File: src/rtl/snake_state.sv
`default_nettype none
// +----------------------------------------------------------------------------+
// | Module      : snake_state                                                  |
// | Description : Snake game state. Holds segment coordinates, heading,        |
// |               length and apple position; advances the snake on step,       |
// |               detects collisions, and answers zero-latency per-cell        |
// |               occupancy queries for the frame scanner.                     |
// | Revision    : 1.0 - initial release                                        |
// +----------------------------------------------------------------------------+
// | Ports                                                                      |
// |   clk          in   system clock, rising edge                              |
// |   rst          in   asynchronous active-high reset                         |
// |   x, y         in   query cell (4-bit column / row)                        |
// |   step         in   advance the snake one cell                             |
// |   dir          in   requested heading: 00 +x, 01 -x, 10 -y, 11 +y          |
// |   grow         in   lengthen the snake on the next step                    |
// |   apple_load   in   load apple position from apple_x / apple_y             |
// |   head         out  query cell is segment 0                               |
// |   body         out  query cell is one of segments 1..length-1             |
// |   apple        out  query cell is the apple                                |
// |   border       out  query cell lies on the grid edge                       |
// |   length       out  current segment count                                  |
// |   dead         out  sticky collision flag                                  |
// | Build option                                                               |
// |   SNAKE_WRAP_EN  defined: heads leaving the playfield reappear on the      |
// |                  opposite side and only self-collision is fatal.           |
// +----------------------------------------------------------------------------+
module snake_state #(
    parameter  int MAX_LEN = 8,
    parameter  int GRID_W  = 16,
    parameter  int GRID_H  = 12,
    localparam int LEN_W   = $clog2(MAX_LEN + 1)
) (
    input  logic             clk,
    input  logic             rst,
    input  logic [3:0]       x,
    input  logic [3:0]       y,
    input  logic             step,
    input  logic [1:0]       dir,
    input  logic             grow,
    input  logic             apple_load,
    input  logic [3:0]       apple_x,
    input  logic [3:0]       apple_y,
    output logic             head,
    output logic             body,
    output logic             apple,
    output logic             border,
    output logic [LEN_W-1:0] length,
    output logic             dead
);

    localparam logic [3:0] c_X_MAX = 4'(GRID_W - 1);
    localparam logic [3:0] c_Y_MAX = 4'(GRID_H - 1);

    localparam logic [0:0] c_ST_ALIVE = 1'b0;
    localparam logic [0:0] c_ST_DEAD  = 1'b1;

    logic [7:0]       r_seg [0:MAX_LEN-1];
    logic [LEN_W-1:0] r_len;
    logic [1:0]       r_heading;
    logic             r_grow_pending;
    logic [3:0]       r_apple_x;
    logic [3:0]       r_apple_y;
    logic [0:0]       r_state;
    logic             r_dead;

    logic [31:0]        w_len32;
    logic               w_reverse;
    logic [1:0]         w_heading_nxt;
    logic [3:0]         w_raw_x;
    logic [3:0]         w_raw_y;
    logic [3:0]         w_next_x;
    logic [3:0]         w_next_y;
    logic [7:0]         w_next_head;
    logic               w_wall_hit;
    logic               w_growing;
    logic               w_collide;
    logic [MAX_LEN-1:0] w_self_hit;
    logic [MAX_LEN-1:0] w_body_hit;
    logic [7:0]         w_query;
    logic               w_on_border;
    logic               w_on_head;
    logic               w_on_body;
    logic               w_on_apple;

    assign w_len32 = 32'(r_len);

    // Opposite headings differ only in bit 0 within the same axis pair.
    assign w_reverse     = (dir == {r_heading[1], ~r_heading[0]});
    assign w_heading_nxt = w_reverse ? r_heading : dir;

    always_comb begin
        w_raw_x = r_seg[0][7:4];
        w_raw_y = r_seg[0][3:0];
        case (w_heading_nxt)
            2'b00:   w_raw_x = r_seg[0][7:4] + 4'd1;
            2'b01:   w_raw_x = r_seg[0][7:4] - 4'd1;
            2'b10:   w_raw_y = r_seg[0][3:0] - 4'd1;
            default: w_raw_y = r_seg[0][3:0] + 4'd1;
        endcase
    end

`ifdef SNAKE_WRAP_EN
    // Border cells are never occupied: land on the first interior cell of
    // the opposite side instead.
    assign w_next_x   = (w_raw_x == c_X_MAX) ? 4'd1 :
                        (w_raw_x == 4'd0)    ? 4'(GRID_W - 2) : w_raw_x;
    assign w_next_y   = (w_raw_y == c_Y_MAX) ? 4'd1 :
                        (w_raw_y == 4'd0)    ? 4'(GRID_H - 2) : w_raw_y;
    assign w_wall_hit = 1'b0;
`else
    assign w_next_x   = w_raw_x;
    assign w_next_y   = w_raw_y;
    assign w_wall_hit = (w_raw_x == 4'd0) || (w_raw_x == c_X_MAX) ||
                        (w_raw_y == 4'd0) || (w_raw_y == c_Y_MAX);
`endif

    assign w_next_head = {w_next_x, w_next_y};
    assign w_growing   = (r_grow_pending || grow) && (w_len32 < MAX_LEN);

    assign w_query = {x, y};

    generate
        for (genvar i = 0; i < MAX_LEN; i++) begin : g_seg
            // The tail vacates its cell on a normal step, so it only counts
            // as an obstacle when the snake is growing.
            assign w_self_hit[i] = (r_seg[i] == w_next_head) &&
                                   (((i + 1) < w_len32) || (w_growing && (i < w_len32)));
            if (i == 0) begin : g_head
                assign w_body_hit[i] = 1'b0;
            end else begin : g_tail
                // Entries past the live length hold stale coordinates.
                assign w_body_hit[i] = (r_seg[i] == w_query) && (i < w_len32);
            end
        end
    endgenerate

    assign w_collide = (|w_self_hit) || w_wall_hit;

    assign w_on_border = (x == 4'd0) || (x == c_X_MAX) || (y == 4'd0) || (y == c_Y_MAX);
    assign w_on_head   = (r_seg[0] == w_query);
    assign w_on_body   = |w_body_hit;
    assign w_on_apple  = ({r_apple_x, r_apple_y} == w_query);

    assign border = w_on_border;
    assign head   = !w_on_border && w_on_head;
    assign body   = !w_on_border && !w_on_head && w_on_body;
    assign apple  = !w_on_border && !w_on_head && !w_on_body && w_on_apple;
    assign length = r_len;
    assign dead   = r_dead;

    always_ff @(posedge clk or posedge rst) begin
        if (rst) begin
            for (int i = 0; i < MAX_LEN; i++) begin
                r_seg[i] <= 8'h00;
            end
            r_seg[0]       <= {4'd4, 4'd4};
            r_seg[1]       <= {4'd3, 4'd4};
            r_len          <= LEN_W'(2);
            r_heading      <= 2'b00;
            r_grow_pending <= 1'b0;
            r_apple_x      <= 4'd8;
            r_apple_y      <= 4'd4;
            r_state        <= c_ST_ALIVE;
            r_dead         <= 1'b0;
        end else begin
            if (apple_load) begin
                r_apple_x <= apple_x;
                r_apple_y <= apple_y;
            end
            case (r_state)
                c_ST_ALIVE: begin
                    if (step) begin
                        r_heading <= w_heading_nxt;
                        if (w_collide) begin
                            r_state <= c_ST_DEAD;
                            r_dead  <= 1'b1;
                        end else begin
                            for (int i = 1; i < MAX_LEN; i++) begin
                                r_seg[i] <= r_seg[i-1];
                            end
                            r_seg[0]       <= w_next_head;
                            r_grow_pending <= 1'b0;
                            if (w_growing) begin
                                r_len <= r_len + 1'b1;
                            end
                        end
                    end else if (grow) begin
                        r_grow_pending <= 1'b1;
                    end
                end
                default: begin
                    // Frozen until reset; only the apple register moves.
                end
            endcase
        end
    end

endmodule
`default_nettype wire
File: config.mk
export PLATFORM = sky130hd
export DESIGN_NAME = snake_state
export DESIGN_NICKNAME = d
export VERILOG_FILES = /design/src/rtl/snake_state.sv
export SDC_FILE = /design/constraint.sdc
export NUM_CORES = 1
export LEC_CHECK = 0
export BUFFER_PORTS_ARGS = -buffer_cell sky130_fd_sc_hd__buf_4
export CAP_MARGIN = 20
export CORE_MARGIN = 2
export CORE_UTILIZATION = 62
export CTS_BUF_LIST = sky130_fd_sc_hd__clkbuf_16
export DETAILED_ROUTE_END_ITERATION = 16
export MAX_ROUTING_LAYER = met4
export PLACE_DENSITY = 0.85
export SYNTH_ARGS = -nofsm -noshare
export SYNTH_HDL_FRONTEND = slang
export SYNTH_SLANG_ARGS = --single-unit
File: constraint.sdc
create_clock -name clk -period 5.4 [get_ports clk]
set_input_delay 0.27 -clock clk [delete_from_list [all_inputs] [get_ports clk]]
set_output_delay 0.27 -clock clk [all_outputs]
set_load 0.02 [all_outputs]
# Word-level counts from Yosys, hierarchy flattened
# Index checks and enable logic that the tools add are counted.
[word_totals] latch_bits=0 ramBits=0 inputBits=23 reg_bits=81 rom_bits=0 n_memories=0 output_inout_bits=9 wordCells=129
[op_classes] shift=0 muxes=9 n_eq_ne=25 addsub=5 bitwise_logic=3 n_reduce_logical=62 order_cmp=10 div=0 n_mul=0
[op_table] cell="$eq 8x8->1" n=17
[op_table] cell="$logic_and 1x1->1" n=29
[op_table] cell="$eq 4x4->1 const B" n=4
[op_table] cell="$logic_not 4->1" n=4
[op_table] cell="$logic_or 1x1->1" n=16
[op_table] cell="$lt 3x4->1 const A" n=4
[op_table] cell="$pmux 4 s2" n=2
[op_table] cell="$add 4x1->4 const B" n=3
[op_table] cell="$reduce_and 3->1" n=3
[op_table] cell="$lt 1x4->1 const A" n=2
[op_table] cell="$lt 2x4->1 const A" n=2
[op_table] cell="$reduce_or 8->1" n=1
[op_table] cell="$sub 4x1->4 const B" n=2
[op_table] cell="$reduce_or 7->1" n=1
[op_table] cell="$mux 1" n=6
[op_table] cell="$lt 4x4->1 const A" n=1
[op_table] cell="$lt 4x4->1 const B" n=1
[op_table] cell="$reduce_and 4->1" n=1
[op_table] cell="$logic_not 1->1" n=3
[op_table] cell="$not 1->1" n=3
[op_table] cell="$eq 2x1->1 const B" n=1
[op_table] cell="$eq 2x2->1" n=1
[op_table] cell="$eq 2x2->1 const B" n=1
[op_table] cell="$logic_not 2->1" n=1
[op_table] cell="other kinds (5)" n=5

# Logic depth before layout (Yosys ltp)
# Gate-level depths: netlist of the first run.
[logic_depth] word_depth=13 mapped_depth=18

# Least setup slack after synthesis of the first run
# OpenSTA, ideal clock, no wires.
[synth_path] path_kind="input-to-reg" from="in dir[1]" to="reg r_seg[0] in the netlist's numbering" arrival_time_ns=4.228 t_required_ns=5.275 n_path_buf=7 path_slack_ns=1.047 setup_ns=0.125 path_stages=17 cell_sequence="buf_2 -> clkbuf_1 -> buf_2 -> buf_2 -> nor2_1 -> fa_1 -> buf_6 -> xor2_1 -> a2111oi_1 -> a31oi_1 -> or4_1 -> or4_1 -> o2111a_1 -> nor4b_4 -> buf_8 -> buf_12 -> mux2_4"
[synth_between] elab_chain_cells=11 word_cells_on_any_way=35 classes_between="13 x eq/ne; 3 x mux; 1 x bitwise; 18 x reduce/logical"
[synth_lines] item="from (decl)" line="39" source="input logic [1:0] dir,"
[synth_lines] item="$eq 2x2->1" line="89" source="assign w_reverse = (dir == {r_heading[1], ~r_heading[0]});"
[synth_lines] item="$mux 2 (*)" line="90" source="assign w_heading_nxt = w_reverse ? r_heading : dir;"
[synth_lines] item="$eq 2x1->1 / $logic_not 2->1 (equally long branches)" line="95" source="case (w_heading_nxt)"
[synth_lines] item="$reduce_or 2->1 (no line) / $pmux 4 s2 (equally long branches)"
[synth_lines] item="$pmux 4 s2, or another cell as far along" line="95"
[synth_lines] item="$eq 8x8->1, or another cell as far along" line="127" source="assign w_self_hit[i] = (r_seg[i] == w_next_head) &&"
[synth_lines] item="$logic_and 1x1->1 / $logic_or 1x1->1 (equally long branches)" line="127, 114"
[synth_lines] item="$reduce_or 8->1 / $logic_or 1x1->1 (equally long branches)" line="138, 115"
[synth_lines] item="$logic_or 1x1->1 (*)" line="138" source="assign w_collide = (|w_self_hit) || w_wall_hit;"
[synth_lines] item="$not 1->1 (no line) (*)"
[synth_lines] item="$reduce_and 3->1 (no line) (*)"
[synth_lines] item="to (signal, indexed assignment)" line="180" source="r_seg[i] <= r_seg[i-1];"
[synth_lines] item="to (decl)" line="58" source="logic [7:0] r_seg [0:MAX_LEN-1];"
# Mark *: on every way between the ends. The rest lies on a longest branch, timed or not.
# A chain may end at the register's enable or synchronous reset.

# Final worst setup path of the first run
[layout_path] from="reg r_heading[1]" to="reg r_seg[10] in the netlist's numbering"
[layout_between] elab_chain_cells=11 word_cells_on_any_way=35 classes_between="13 x eq/ne; 3 x mux; 1 x bitwise; 18 x reduce/logical"
[layout_lines] item="from (decl)" line="60" source="logic [1:0] r_heading;"
[layout_lines] item="from (signal assigned)" line="174" source="r_heading <= w_heading_nxt;"
[layout_lines] item="$eq 2x2->1" line="89"
[layout_lines] item="$mux 2 (*)" line="90"
[layout_lines] item="$eq 2x1->1 / $logic_not 2->1 (equally long branches)" line="95"
[layout_lines] item="$reduce_or 2->1 (no line) / $pmux 4 s2 (equally long branches)"
[layout_lines] item="$pmux 4 s2, or another cell as far along" line="95"
[layout_lines] item="$eq 8x8->1, or another cell as far along" line="127"
[layout_lines] item="$logic_and 1x1->1 / $logic_or 1x1->1 (equally long branches)" line="127, 114"
[layout_lines] item="$reduce_or 8->1 / $logic_or 1x1->1 (equally long branches)" line="138, 115"
[layout_lines] item="$logic_or 1x1->1 (*)" line="138"
[layout_lines] item="$not 1->1 (no line) (*)"
[layout_lines] item="$reduce_and 3->1 (no line) (*)"
# Marks and branches as above.

==> results of run 1 <==
Yosys cell counts, drive strengths merged (3+ instances only):
master   number  area (sq um)
nand4        18           113
nor3         11          55.1
nor2b         4          25.0
buf          22           209
dfrtp        73          1830
a2111oi       5          45.0
a21o          3          22.5
mux2         70           995
nand2        15          56.3
o21ai         4          20.0
a21oi         9          45.0
xnor2        95           832
nor2         16          60.1
a211oi        3          22.5
or4           3          22.5
xnor3         5           113
dfstp         8           210
xor2         49           437
clkbuf       13          48.8
and3          3          18.8
a31oi        12          75.1
nor4         11          68.8
mux2i         7          82.6
nand3         8          45.0
inv          13          48.8
and2          3          18.8
ha            6          75.1
sequential cells by signal (all words and copies together), names as in the netlist:
signal          flops
r_state             1
r_heading           2
length              4
r_apple_y           4
r_grow_pending      1
dead                1
r_apple_x           4
r_seg              64
critical path: stages, from the launching register on:
cell	delay (ns)
dfrtp_1	0.41
xor2_2	0.20
mux2i_1	0.15
buf_4	0.16
nor2_1	0.21
fa_1	0.62
xor2_1	0.23
a2111oi_1	0.35
a31oi_1	0.08
or4_1	0.54
or4_1	0.48
o2111a_1	0.26
nor4b_4	0.16
buf_4	0.32
mux2_1	0.37
power by group:
| group | internal [mW] | total, mW | switching, mW |
|---|---|---|---|
| clock | 0.396 | 0.632 | 0.236 |
| sequential | 0.615 | 0.619 | 0.00445 |
| combinational | 0.0700 | 0.159 | 0.0891 |
routing by layer:
metal  vias up  routed length [microns]  track usage
met5         -                        0            -
met1      2089                     6040        0.412
met2       174                     6590        0.447
li1       1837                        -            -
met3        58                      864       0.0580
met4         0                      646        0.137
logic make-up (layout without fill, tap and decap cells):
| logic type | after synthesis | count (layout) | share of synthesized area |
|---|---|---|---|
| AOI/OAI and AO/OA | 50 | 50 | 0.0604 |
| xor gates and xnor gates | 149 | 149 | 0.235 |
| adders and majority gates | 8 | 8 | 0.0196 |
| buffers and inverters | 48 | 66 | 0.0521 |
| DFF | 81 | 81 | 0.346 |
| muxes | 79 | 79 | 0.191 |
| and+or+nand+nor | 102 | 102 | 0.0967 |
how the worst min path moves through the flow:
stage	startpoint	endpoint	slack [ns]	cells past startpoint
CTS	step	r_state	0.15	3
global route	rst	r_apple_y[1]	0.09	3
detailed placement	r_state	r_state	0.46	2
finish	rst	r_apple_y[1]	0.04	3
floorplan	step	r_state	0.38	2
global placement	dead	dead	0.45	1
per-stage QoR:
step | total power, mW | cells | area (sq um) | hold slack [ns] | utilization
after detailed placement | 0.784 | 648 | 6070 | 0.464 | 0.657
after global placement | 0.779 | 648 | 6070 | 0.454 | 0.657
final | 1.41 | 664 | 6390 | 0.0389 | 0.692
after global routing | 1.46 | 664 | 6390 | 0.0877 | 0.692
after floorplan | 0.744 | 517 | 5890 | 0.383 | -
after CTS | 1.42 | 663 | 6370 | 0.150 | 0.690
area by class of cell:
cell class                 instances  area [sq um]  share of cell area
sequential                        81          2040               0.319
inverter                          13          50.0             0.00783
tap                              129           161              0.0253
timing repair buffer              38           298              0.0466
multi-input combinational        388          3540               0.554
clock inverter                     6          76.3              0.0119
clock buffer                       9           225              0.0352
==> metrics.csv, run 1 <==
stage,metric,value,unit
detailed_routing,Routed Antenna Nets,0,
timing,Final Skew,0.00960,ns
die,core area,9240,sq um
cts,post-CTS sizing,0,
timing,Final min period,4.70,ns
timing,Final Cycle Share,0.870,
placement,Post-Place Setup Slack,0.492,ns
detailed_routing,via-per-instance ratio,6.26,
placement,IO buf count,31,
placement,GPL Wtd Cong,1.06,
timing,fmax,0.213,GHz
placement,hpwl dp,10100,microns
final_layout,Area growth syn-to-layout,8.57,%
cts,clock sinks,81,
synth,ys flop type,dfrtp_1,
die,die width,101,microns
grt,largest net degree at the start of global routing,82,
timing,Setup-failing EPs final,0,
final_layout,ant diodes,0,
cts,clk_lat worst skew,0.34,ns
pwr,VDD IR max,205,uV
grt,Congestion Overflow GR,0,
grt,vias in the first global route,4086,
setup_path,CP Launch Point,r_heading[1],
synth,Synth Net Count,548,
min_path,Hold WC Path Type,input port to asynchronous set/reset pin,
final_layout,proportion of layout cells with a drive suffix above 1,0.252,
final_layout,most frequent cells in the layout,"xnor2_1, dfrtp_1, mux2_4, xor2_1, buf_4",
setup_path,crit path max fanout,32,
detailed_routing,drt pass-1 iters,8,
die,chip height,101,microns
setup_path,CP endpoint kind,flip-flop,
setup_path,flop2flop setup slack,0.70,ns
timing,setup ws final,0.704,ns
setup_path,Reg-to-Reg Start,r_heading[1],
cts,Hold Buf Count CTS,0,
die,I/O Pins,32,
synth,Netlist cell types,58,
timing,worst relative slew slack,0.420,
final_layout,"commonest non-fill, non-tap cell in the layout",xnor2_1,
setup_path,arrival time at the worst endpoint,4.92,ns
final_layout,filler instances,687,
detailed_routing,wire per inst,21.3,microns
synth,register area share after synthesis,0.346,
setup_path,CP Launch Type,flip-flop,
grt,first-pass GRT wire length,22700,microns
grt,GRT Total Usage,0.305,
die,number of core rows,35,
timing,slew at the pin with the worst max-slew slack,0.870,ns
setup_path,Setup CP Type,flip-flop to flip-flop,
setup_path,crit path capture,r_seg[10],
cts,setup bufs post-CTS,0,
timing,setup repair after global routing missed its margin,false,
synth,Post-synth EDFFs,0,
synth,synth warn,0,
synth,Synth Instances,517,
status,status,finished clean,
detailed_routing,DRC,0,
setup_path,worst r2r dst,r_seg[10],
grt,antenna violations before repair,0,
pwr,Cell Pwr Density,221,nW/um^2
synth,register bit total from synthesis,81,
die,full die area,10300,sq um
synth,syn_area_per_cell,11.4,sq um
pwr,Leakage,2.82,nW
flow_run,Max-Cap Viols,0,
detailed_routing,total vias in the final route,4158,
cts,CTS tree,built,
cts,total CTS buffers,9,
setup_path,"Data required, critical path",5.62,ns
detailed_routing,DRT Wirelength,14100,microns
synth,async set-reset flop share out of synthesis,1.00,
final_layout,Final nets,562,
synth,post-synthesis instance area,5890,sq um
cts,H-tree depth,3,
cts,Longest Clk Path Bufs,2,
timing,final hold violation count,0,
setup_path,R2R depth,14,
cts,clk root buf,clkbuf_16,
timing,setup TNS,0,ns
detailed_routing,Iter 0 DRT Violations,391,
timing,Slew Limit Fails,0,
die,initial core utilization,0.637,
cts,CTS clock-pin slew for the worst setup and hold paths,0.06,ns
No activity file was read; power rests on OpenSTA's default activity.
==> inputs of run 2 (changes only) <==
--- a/config.mk
+++ b/config.mk
@@ -8,11 +8,11 @@
 export BUFFER_PORTS_ARGS = -buffer_cell sky130_fd_sc_hd__buf_4
 export CAP_MARGIN = 20
 export CORE_MARGIN = 2
-export CORE_UTILIZATION = 62
+export CORE_UTILIZATION = 56
 export CTS_BUF_LIST = sky130_fd_sc_hd__clkbuf_16
 export DETAILED_ROUTE_END_ITERATION = 16
 export MAX_ROUTING_LAYER = met4
-export PLACE_DENSITY = 0.85
+export PLACE_DENSITY = 0.81
 export SYNTH_ARGS = -nofsm -noshare
 export SYNTH_HDL_FRONTEND = slang
 export SYNTH_SLANG_ARGS = --single-unit
==> constraint.sdc (replaced) <==
create_clock -name clk -period 3.83 [get_ports clk]
set_input_delay 0.1915 -clock clk [delete_from_list [all_inputs] [get_ports clk]]
set_output_delay 0.1915 -clock clk [all_outputs]
set_load 0.02 [all_outputs]
==> run 2 against run 1 <==
The flow now finishes with violations (negative setup slack). Routed wire length rose by 4.2%. Count of clock-buffer cells in the layout is the same. Die area is 10% higher. Sequential cell count unchanged. Setup slack got worse by 1.0 ns. Non-clock buffer count rose by 37. Hold slack better by 0.039 ns. Critical endpoint is now r_seg[38]. Largest power group is now registers.
==> metrics.csv, run 2 (synthesis results as in run 1) <==
stage,metric,value,unit
status,status,finished with violations,
status,failing checks,negative setup slack,
placement,Post-Place Setup Slack,-0.498,ns
placement,GPL Wtd Cong,0.998,
detailed_routing,DRT Wirelength,14700,microns
die,number of core rows,37,
timing,Final Cycle Share,1.08,
timing,worst relative slew slack,0.573,
die,full die area,11300,sq um
final_layout,Area growth syn-to-layout,15.3,%
timing,fmax,0.241,GHz
grt,Congestion Overflow GR,0,
timing,final hold violation count,0,
cts,clk root buf,clkbuf_16,
setup_path,most frequent CP cell,or4_1,
setup_path,R2R depth,14,
timing,slew at the pin with the worst max-slew slack,0.640,ns
pwr,Leakage,3.03,nW
timing,setup ws final,-0.311,ns
cts,total CTS buffers,9,
die,die width,107,microns
grt,largest net degree at the start of global routing,46,
setup_path,"Data required, critical path",4.06,ns
setup_path,slowest cell delay on critical path,0.50,ns
setup_path,CP endpoint kind,flip-flop,
flow_run,Max-Cap Viols,0,
timing,Setup-failing EPs final,69,
final_layout,register with the most flip-flops,r_seg,
final_layout,proportion of layout cells with a drive suffix above 1,0.325,
final_layout,ant diodes,0,
pwr,VDD IR max,176,uV
timing,Final Skew,0.00705,ns
final_layout,max reg flops,64,
placement,IO buf count,31,
cts,clock sinks,81,
final_layout,filler instances,763,
setup_path,CP Launch Type,flip-flop,
detailed_routing,Routed Antenna Nets,0,
setup_path,Setup CP Type,flip-flop to flip-flop,
final_layout,Sequential Area,2040,sq um
timing,setup repair after global routing missed its margin,true,
final_layout,Final nets,599,
min_path,number of cells on the worst hold path,2,
final_layout,area occupied by multi-input gates,3590,sq um
setup_path,"slowest stage cell, crit path",fa_1,
grt,vias in the first global route,4193,
timing,setup TNS,-17.67,ns
setup_path,arrival time at the worst endpoint,4.37,ns
detailed_routing,total vias in the final route,4216,
die,chip height,107,microns
detailed_routing,wire per inst,20.8,microns
grt,antenna violations before repair,0,
placement,hpwl dp,10500,microns
grt,GRT Total Usage,0.278,
min_path,Hold WC Path Type,input port to flip-flop,
timing,Slew Limit Fails,0,
detailed_routing,via-per-instance ratio,5.95,
pwr,Cell Pwr Density,289,nW/um^2
die,initial core utilization,0.573,
timing,Final min period,4.14,ns
setup_path,"Critical Path, Cell by Cell",xor2_2 -> mux2i_2 -> nor2_2 -> fa_1 -> xor2_1 -> a2111oi_2 -> a31oi_1 -> or4_1 -> or4_1 -> o2111a_1 -> nor4b_4 -> buf_4 -> clkbuf_16 -> mux2_4,
cts,H-tree depth,3,
cts,CTS clock-pin slew for the worst setup and hold paths,0.06,ns
detailed_routing,Iter 0 DRT Violations,438,
grt,first-pass GRT wire length,23200,microns
die,I/O Pins,32,
detailed_routing,DRC,0,
final_layout,fin util,0.661,
final_layout,most frequent cells in the layout,"xnor2_1, dfrtp_1, buf_4, mux2_4, xor2_1",
cts,Longest Clk Path Bufs,2,
setup_path,crit path max fanout,9,
die,core area,10300,sq um
cts,CTS tree,built,
cts,clk_lat worst skew,0.35,ns
final_layout,"commonest non-fill, non-tap cell in the layout",xnor2_1,
detailed_routing,drt pass-1 iters,5,
run 2: worst max-delay path: cells and delay by family, from the launching register on:
| kind | cells | cell delay (ns) |
|---|---|---|
| adder cells (fa/ha/maj) | 1 | 0.50 |
| multiplexers | 2 | 0.62 |
| XOR/XNOR | 2 | 0.39 |
| AO/OA/AOI/OAI | 3 | 0.62 |
| AND/OR/NAND/NOR | 4 | 1.12 |
| flip-flops | 1 | 0.40 |
| buffers and inverters | 2 | 0.37 |
run 2: area by class of cell:
type                       count  share of cell area
timing repair buffer          75              0.0955
multi-input combinational    388               0.529
tap                          136              0.0251
clock buffer                   9              0.0332
inverter                      13             0.00737
clock inverter                 7             0.00940
sequential                    81               0.300
run 2: what timing repair did:
action | 4_1_cts | 5_1_grt
hold buffers | 1 | 0
endpoints found under the setup margin | 70 | 71
gates resized for setup | 12 | 3
buffers inserted | 6 | 1
cloned | 0 | 1
endpoints found under the hold margin | 31 | 0
pin swaps | 6 | 4
run 2: through the flow:
step	power (mW)	instance area [sq um]	instances	hold slack (ns)
floorplan	1.05	5900	517	0.304
global placement	1.12	6350	684	0.280
detailed placement	1.12	6350	684	0.299
CTS	1.97	6750	707	0.0760
global route	2.03	6790	709	0.0671
finish	1.96	6790	709	0.0781
run 2: path summary, 6_finish.rpt:
check                                  start      endpoint  slack (ns)
min in group asynchronous                rst     r_seg[38]        0.48
worst max register to register  r_heading[1]     r_seg[38]       -0.31
worst max-delay path            r_heading[1]     r_seg[38]       -0.31
worst min register to register       r_state       r_state        0.49
worst min-delay path              apple_y[0]  r_apple_y[0]        0.08
max in group asynchronous                rst     length[1]        2.36
run 2: metal layers:
| layer | global-route usage | routed length, microns | vias up |
|---|---|---|---|
| met3 | 0.0613 | 909 | 55 |
| li1 | - | - | 1920 |
| met2 | 0.420 | 6930 | 163 |
| met4 | 0.133 | 563 | 0 |
| met1 | 0.358 | 6320 | 2078 |
| met5 | - | 0 | - |
run 2: power breakdown:
part           internal, mW  leakage (nW)  switching [mW]
clock                 0.500         0.148           0.347
combinational         0.114          1.80           0.131
sequential            0.866          1.07         0.00582
